==> config.mk <==
export PLATFORM = sky130hd
export DESIGN_NAME = usb_tx_timer_param
export DESIGN_NICKNAME = d
export VERILOG_FILES = /design/src/rtl/usb_tx_pkg.sv /design/src/rtl/usb_mod_counter.sv /design/src/rtl/usb_tx_timer_param.sv
export SDC_FILE = /design/constraint.sdc
export NUM_CORES = 1
export LEC_CHECK = 0
export BUFFER_PORTS_ARGS = -buffer_cell sky130_fd_sc_hd__buf_4
export CORE_MARGIN = 8
export CORE_UTILIZATION = 36
export DETAILED_ROUTE_END_ITERATION = 16
export MAX_ROUTING_LAYER = met4
export PLACE_DENSITY = 0.57
export SYNTH_ARGS = -nofsm -noshare
export SYNTH_HDL_FRONTEND = slang
export SYNTH_SLANG_ARGS = --single-unit
==> constraint.sdc <==
create_clock -name clk -period 2.07 [get_ports clk]
set_input_delay 0 -clock clk [delete_from_list [all_inputs] [get_ports clk]]
set_output_delay 0 -clock clk [all_outputs]
set_load 0.02 [all_outputs]
==> src/rtl/usb_tx_pkg.sv <==
// Shared types and defaults for the USB transmit timing logic.
package usb_tx_pkg;

   typedef enum logic [1:0] {
      IDLE   = 2'd0,
      ACTIVE = 2'd1,
      EOP    = 2'd2
   } tx_tmr_state_t;

   localparam int USB_CLKS_PER_BIT = 8;
   localparam int USB_WORD_BITS    = 16;
   localparam int USB_MAX_WORDS    = 32;
   localparam int USB_EOP_BITS     = 2;

   // Counter width for a 0..n-1 range; a range of one still needs one bit.
   function automatic int cnt_width(input int n);
      return (n > 1) ? $clog2(n) : 1;
   endfunction

endpackage

==> src/rtl/usb_mod_counter.sv <==
// Mod-MAX counter (0..MAX-1) with synchronous clear and enable; flags the terminal count.
module usb_mod_counter
   import usb_tx_pkg::*;
#(
   parameter int MAX = 2
) (
   input  logic clk,
   input  logic n_rst,
   input  logic clear,
   input  logic enable,
   output logic wrap
);

   localparam int W = cnt_width(MAX);
   localparam logic [W-1:0] LAST = W'(MAX - 1);
   localparam logic [W-1:0] ONE  = W'(1);

   logic [W-1:0] count;

   assign wrap = (count == LAST);

   // NOTE: sequential state uses non-blocking assignments so every flop samples pre-edge values.
   always_ff @(posedge clk or negedge n_rst) begin
      if (!n_rst)
         count <= '0;
      else if (clear)
         count <= '0;
      else if (enable)
         count <= wrap ? '0 : count + ONE;
   end

endmodule

==> src/rtl/usb_tx_timer_param.sv <==
// Bit/word/packet timing for the USB TX path: shift strobe, word and packet strobes, timed EOP.
module usb_tx_timer_param
   import usb_tx_pkg::*;
#(
   parameter int CLKS_PER_BIT = USB_CLKS_PER_BIT,
   parameter int WORD_BITS    = USB_WORD_BITS,
   parameter int MAX_WORDS    = USB_MAX_WORDS,
   parameter int EOP_BITS     = USB_EOP_BITS,
   localparam int LW          = $clog2(MAX_WORDS + 1)
) (
   input  logic          clk,
   input  logic          n_rst,
   input  logic          transmitting,
   input  logic          pkt_start,
   input  logic [LW-1:0] pkt_words,
   input  logic          tx_hold,
   output logic          tx_shift,
   output logic          word_sent,
   output logic          data_sent,
   output logic          eop_active,
   output logic          eop_done,
   output logic          busy,
   output logic [LW-1:0] word_index
);

   localparam logic [LW-1:0] MAX_LEN = LW'(MAX_WORDS);
   localparam logic [LW-1:0] ONE_LW  = LW'(1);

   tx_tmr_state_t state, state_nxt;
   logic [LW-1:0] len, word_cnt, pkt_len;
   logic          clk_wrap, bit_wrap, eop_wrap;
   logic          in_active, in_eop, bit_step;

   assign in_active = (state == ACTIVE);
   assign in_eop    = (state == EOP);
   assign pkt_len   = (pkt_words > MAX_LEN) ? MAX_LEN : pkt_words;
   assign bit_step  = in_active && tx_shift && !tx_hold;

   // Dropping transmitting clears every counter on the next edge.
   usb_mod_counter #(.MAX(CLKS_PER_BIT)) u_clk_cnt (
      .clk    (clk),
      .n_rst  (n_rst),
      .clear  (!transmitting || state == IDLE),
      .enable (1'b1),
      .wrap   (clk_wrap)
   );

   usb_mod_counter #(.MAX(WORD_BITS)) u_bit_cnt (
      .clk    (clk),
      .n_rst  (n_rst),
      .clear  (!transmitting || !in_active),
      .enable (bit_step),
      .wrap   (bit_wrap)
   );

   usb_mod_counter #(.MAX(EOP_BITS)) u_eop_cnt (
      .clk    (clk),
      .n_rst  (n_rst),
      .clear  (!transmitting || !in_eop),
      .enable (in_eop && tx_shift),
      .wrap   (eop_wrap)
   );

   always_ff @(posedge clk or negedge n_rst) begin
      if (!n_rst) begin
         state    <= IDLE;
         len      <= '0;
         word_cnt <= '0;
      end else begin
         state <= state_nxt;
         if (!transmitting)
            len <= '0;
         else if (state == IDLE && pkt_start)
            len <= pkt_len;
         if (!transmitting || state == IDLE || eop_done)
            word_cnt <= '0;
         else if (word_sent)
            word_cnt <= word_cnt + ONE_LW;
      end
   end

   // NOTE: every always_comb output gets a default first so no path can infer a latch.
   always_comb begin
      state_nxt = state;
      tx_shift  = 1'b0;
      word_sent = 1'b0;
      data_sent = 1'b0;
      eop_done  = 1'b0;

      if (transmitting && state != IDLE)
         tx_shift = clk_wrap;
      word_sent = bit_step && bit_wrap;
      data_sent = word_sent && (word_cnt + ONE_LW == len);
      eop_done  = in_eop && tx_shift && eop_wrap;

      case (state)
         IDLE:    if (pkt_start) state_nxt = (pkt_words != '0) ? ACTIVE : EOP;
         ACTIVE:  if (data_sent) state_nxt = EOP;
         EOP:     if (eop_done)  state_nxt = IDLE;
         default: state_nxt = IDLE;
      endcase

      if (!transmitting)
         state_nxt = IDLE;
   end

   assign busy       = (state != IDLE);
   assign eop_active = in_eop;
   assign word_index = word_cnt;

endmodule

== Yosys cells after proc, flatten, opt, wreduce, memory -nomap -nowiden ==
Index checks and enable logic that the tools add are counted.

* Mux-type cells: 20
* Reductions and logical operators: 23
* $lt $le $gt $ge: 1
* Eq/ne operators: 9
* Add/sub/neg operators: 4

{| class="wikitable"
|+ Operator list
! cell !! count
|-
| $mux 6 || 5
|-
| $mux 4 || 3
|-
| $mux 2 || 5
|-
| $ne 3x3->1 const B || 3
|-
| $logic_and 1x1->1 || 8
|-
| $reduce_bool 2->1 || 4
|-
| $add 6x1->6 const B || 1
|-
| $eq 6x6->1 || 1
|-
| $gt 6x6->1 const B || 1
|-
| $mux 3 || 2
|-
| $pmux 2 s3 || 1
|-
| $reduce_bool 6->1 || 1
|-
| $add 4x1->4 const B || 1
|-
| $eq 4x4->1 const B || 1
|-
| $logic_not 1->1 || 4
|-
| $logic_or 1x1->1 || 4
|-
| $mux 1 || 4
|-
| $add 3x1->3 const B || 1
|-
| $eq 3x3->1 const B || 1
|-
| $reduce_and 3->1 || 1
|-
| $eq 2x1->1 const B || 1
|-
| $eq 2x2->1 const B || 1
|-
| $logic_not 2->1 || 1
|-
| $ne 2x1->1 const B || 1
|-
| $add 1x1->1 const B || 1
|}

* Register bits after elaboration: 22

== Longest topological paths before layout ==
* Word-level depth: 10
* Depth in mapped cells: 9

== Cells and area by module ==
From an unflattened synthesis, not the netlist that was laid out.

* Cells, all modules: 133
* Area total of the unflattened synthesis: 1295.0 µm²

{| class="wikitable"
|+ Modules (own cells, without submodules)
! module !! area each (µm²) !! sequential area each (µm²) !! cells each !! instances
|-
| usb_tx_timer_param || 899.6 || 350.3 || 98 || 1
|-
| usb_mod_counter at u_bit_cnt || 206.4 || 100.1 || 20 || 1
|-
| usb_mod_counter at u_clk_cnt || 151.4 || 75.1 || 12 || 1
|-
| usb_mod_counter at u_eop_cnt || 37.5 || 25.0 || 3 || 1
|}

== Least setup slack after synthesis ==
Ideal clock, no wire load.

* Kind: reg-to-reg
* From: reg u_clk_cnt.count[0]
* To: reg state[1]
* Data arrival time: 1.792 ns
* Required time: 1.992 ns
* Buffers on the path: 1
* Period minus slack after synthesis: 1.870 ns
* Path slack: 0.200 ns
* Cell stages (with the launch flop): 9
* Setup time: 0.078 ns
* Path through: dfrtp_1 > ha_1 > ha_1 > nand3b_2 > or3_1 > buf_6 > clkinv_4 > o2111a_2 > o21bai_1

* Word-level cells in the longest chain between the ends: 8
* Elaborated cells between the ends (all ways): 11
* Those cells by class: eq/ne: 3; mux: 1; reduce/logical: 7

{| class="wikitable"
|+ RTL lines
! element !! RTL line !! RTL
|-
| from (decl) || usb_mod_counter.sv:18 || <nowiki>logic [W-1:0] count;</nowiki>
|-
| from (signal assigned) || usb_mod_counter.sv:29 || <nowiki>count <= wrap ? '0 : count + ONE;</nowiki>
|-
| $eq 3x3->1 || usb_mod_counter.sv:20 || <nowiki>assign wrap = (count == LAST);</nowiki>
|-
| $mux 1 || usb_tx_timer_param.sv:90 || <nowiki>if (transmitting && state != IDLE)</nowiki>
|-
| $logic_and 1x1->1 (2 in a row) || usb_tx_timer_param.sv:37 || <nowiki>assign bit_step = in_active && tx_shift && !tx_hold;</nowiki>
|-
| $logic_and 1x1->1 || usb_tx_timer_param.sv:92 || <nowiki>word_sent = bit_step && bit_wrap;</nowiki>
|-
| net word_sent || usb_tx_timer_param.sv:18 || <nowiki>output logic word_sent,</nowiki>
|-
| $logic_and 1x1->1 || usb_tx_timer_param.sv:93 || <nowiki>data_sent = word_sent && (word_cnt + ONE_LW == len);</nowiki>
|-
| net data_sent || usb_tx_timer_param.sv:19 || <nowiki>output logic data_sent,</nowiki>
|-
| $ne 3x3->1 (no line) || n/a ||
|-
| $reduce_and 3->1 (no line) || n/a ||
|-
| to (signal assigned) || usb_tx_timer_param.sv:70 || <nowiki>state <= state_nxt;</nowiki>
|-
| to (decl) || usb_tx_timer_param.sv:29 || <nowiki>tx_tmr_state_t state, state_nxt;</nowiki>
|}

The timed path passes the listed nets, and every way through them passes these cells.
A chain may end at the register's enable or synchronous reset.

== Worst setup path after layout ==
* From: reg u_clk_cnt.count[0]
* To: out data_sent

* Word-level cells in the longest chain between the ends: 6

{| class="wikitable"
|+ RTL lines
! element !! RTL line
|-
| $eq 3x3->1 || usb_mod_counter.sv:20
|-
| $mux 1 || usb_tx_timer_param.sv:90
|-
| $logic_and 1x1->1 (2 in a row) || usb_tx_timer_param.sv:37
|-
| $logic_and 1x1->1 || usb_tx_timer_param.sv:92
|-
| $logic_and 1x1->1 || usb_tx_timer_param.sv:93
|-
| to (decl) || usb_tx_timer_param.sv:19
|}

Every way passes these cells.

==> impl_metrics.json <==
{
  "status": "finished clean",
  "drtAntennaViolNets": 0,
  "seqPwrFrac": 0.613,
  "path_clk_slew_ns": 0.12,
  "cts_max_level": 1,
  "internal-power_mw": 0.5523,
  "dp_slack_ns": 0.2642,
  "fin_cells": 209,
  "worst_setup_path_start_kind": "flip-flop",
  "drv_slew": 0,
  "synth_edf_count": 0,
  "cp_max_fo": 5,
  "crit_slowest_cell": "or3_4",
  "power.share.clock": 0.257,
  "synthFlopType": "dfrtp_1",
  "drc_errors": 0,
  "combPwrFrac": 0.130,
  "path_cells": "ha_1 > ha_2 > nand3b_4 > or3_4 > clkinv_4 > o2111a_2 > buf_4",
  "hold_viol": 0,
  "r2r_slack_ns": 0.27,
  "die-area_um2": 5618,
  "start_util": 0.3750,
  "swShare": 0.2486,
  "core_area_um2": 3337,
  "hp-class": "input port to flip-flop",
  "ys_warn_count": 0,
  "cp-end-kind": "output pin",
  "clock_path_buffers": 2,
  "final_nets": 180,
  "ir_drop_v": 0.0001879,
  "period_needed_ns": 1.970,
  "setup_viol": 0,
  "grt_pass1_wl_um": 4650,
  "grt_overflow": 0,
  "p_leak_nw": 0.7534,
  "worstPathRequired_ns": 2.07,
  "grtUsageTotal": 0.1098,
  "cts_buffers": 3,
  "worst_pin_slew_ns": 0.3171,
  "syn-num-nets": 147,
  "die_h_um": 74.96,
  "routabilityCongestion": 0.8462,
  "drt_iter0_markers": 30,
  "io_pins": 23,
  "cts_sinks": 22,
  "drt_pre_antenna_iters": 4,
  "grt_pass1_vias": 1021,
  "synth_top_area_frac": 0.4400,
  "placed_cells": 198,
  "rows": 21,
  "cts-root-buf": "clkbuf_4",
  "worst_path_largest_cell_delay_ns": 0.42,
  "fin_crit_sh": 0.9516,
  "cts_tree": "yes",
  "antenna_cells": 0,
  "fin_ws_ns": 0.1002,
  "max_freq_mhz": 507.7,
  "clk_latency_ns": 0.30,
  "ys_seq_elements": 22,
  "synthCells": 132,
  "synth_area_um2": 1251,
  "num_vias": 1025,
  "vias_per_cell": 4.904,
  "antenna_found_initial": 0,
  "syn2layout_area_growth_pct": 25.80,
  "synth.distinct_cells": 36,
  "yosysSeqAreaShare": 0.4400,
  "layout_commonest_cell": "buf_4",
  "async_flop_share": 1.000,
  "dp_hpwl_um": 2071,
  "p_sw_mw": 0.1827,
  "synth_largest_area_cell": "dfrtp_1",
  "relSlewSlack": 0.7881,
  "die_w_um": 74.96,
  "wl_per_cell_um": 13.41,
  "critPathArrivalTime_ns": 1.97,
  "synthTopCellsByArea": "dfrtp_1 (44%), nand2_1 (4.2%), nor3b_1 (4.2%)",
  "max-cap-violations": 0,
  "path_delay_family": "simple AND/OR/NAND/NOR gates",
  "drive_above_1_share": 0.2393,
  "final_cell_mix": "buf_4 (29), dfrtp_1 (21), nand2_1 (14), nor2_1 (9), a21oi_1 (9)",
  "wirelength_um": 2802,
  "cp_num_buf_inv": 2,
  "io_buffer_count": 22,
  "syn_avg_cell_area_um2": 9.479,
  "p_per_area_nw_per_um2": 467.0,
  "critical_path_class": "flip-flop to output pin",
  "clock_skew_ns": 0.009908,
  "grt_max_degree": 23
}
area by class of cell:
class / count / area [um2]
Clock buffer: 3 / 22.52
Inverter: 2 / 12.51
Multi-Input combinational cell: 104 / 681.9
Fill cell: 327 / 1763
Tap cell: 46 / 57.56
Timing Repair Buffer: 32 / 247.7
Sequential cell: 22 / 551.8
cell families (layout without fill, tap and decap cells):
logic type,Yosys count,in the layout,share of synthesized area
muxes,1,1,0.008000
AOI/OAI and AO/OA,29,29,0.1420
and+or+nand+nor,59,59,0.2650
DFF,22,22,0.4400
buffers and inverters,6,37,0.02800
xor gates and xnor gates,11,11,0.07700
adders and majority gates,4,4,0.04000
per-stage QoR:
stage            TNS (ns)  total power, mW  instance area [um2]  hold slack [ns]    util
2_1_floorplan           0           0.5040                 1251          -0.2956       -
3_3_place_gp            0           0.5473                 1466         -0.09542  0.4394
3_5_place_dp            0           0.5475                 1466         -0.09509  0.4394
4_1_cts                 0           0.7456                 1524          0.01152  0.4567
5_1_grt        -0.0009106           0.7733                 1574         0.005709  0.4717
6_report                0           0.7350                 1574          0.02025  0.4717
power groups by stage:
stage                     Combinational, mW  Sequential, mW  Clock, mW
after global routing                  0.107           0.452      0.214
after global placement               0.0884           0.459          0
after CTS                            0.0939           0.451      0.201
final                                0.0954           0.451      0.189
after floorplan                      0.0484           0.456          0
after detailed placement             0.0888           0.459          0
registers in the layout (all words and copies together), names as in the netlist:
name and flops:
len 6, word_index 6, u_bit_cnt.count 4, u_clk_cnt.count 3, state 2, u_eop_cnt.wrap 1
Yosys cell counts, drive strengths merged (4+ instances only):
cell	count
ha	4
nor2b	6
nand2	14
nand3	5
dfrtp	22
o21ai	10
a21oi	9
xnor2	6
nor3b	7
xor2	5
nor2	9
worst paths after layout:
path,startpoint,endpoint,depth (start not counted)
max reg2reg,u_clk_cnt.count[0],state[1],8
max in group asynchronous,n_rst,word_index[0],2
max,u_clk_cnt.count[0],data_sent,7
min in group asynchronous,n_rst,len[4],2
min,transmitting,len[5],2
min reg2reg,word_index[5],word_index[5],1
worst reg2reg max path: stages, from the launching register on:
cell	delay, ns
dfrtp_1	0.37
ha_1	0.16
ha_2	0.20
nand3b_4	0.10
or3_4	0.42
clkinv_4	0.07
o2111a_2	0.20
buf_4	0.11
o21bai_1	0.10
routing by layer:
layer,part of all wire,track usage,up-vias
met5,0,-,-
met4,0.0075,0.04565,0
met3,0.048,0.02130,2
met2,0.47,0.1727,16
met1,0.48,0.1336,476
li1,-,-,531
timing repair:
| action | in CTS | in global routing |
|---|---|---|
| pin swaps | 0 | 2 |
| hold buffers | 3 | 0 |
| gates resized for setup | 1 | 3 |
| buffers inserted | 0 | 5 |
| endpoints found under the setup margin | 1 | 1 |
| hold endpoints to repair | 24 | 0 |
| cloned | 0 | 0 |
No activity file was read; power rests on OpenSTA's default activity.
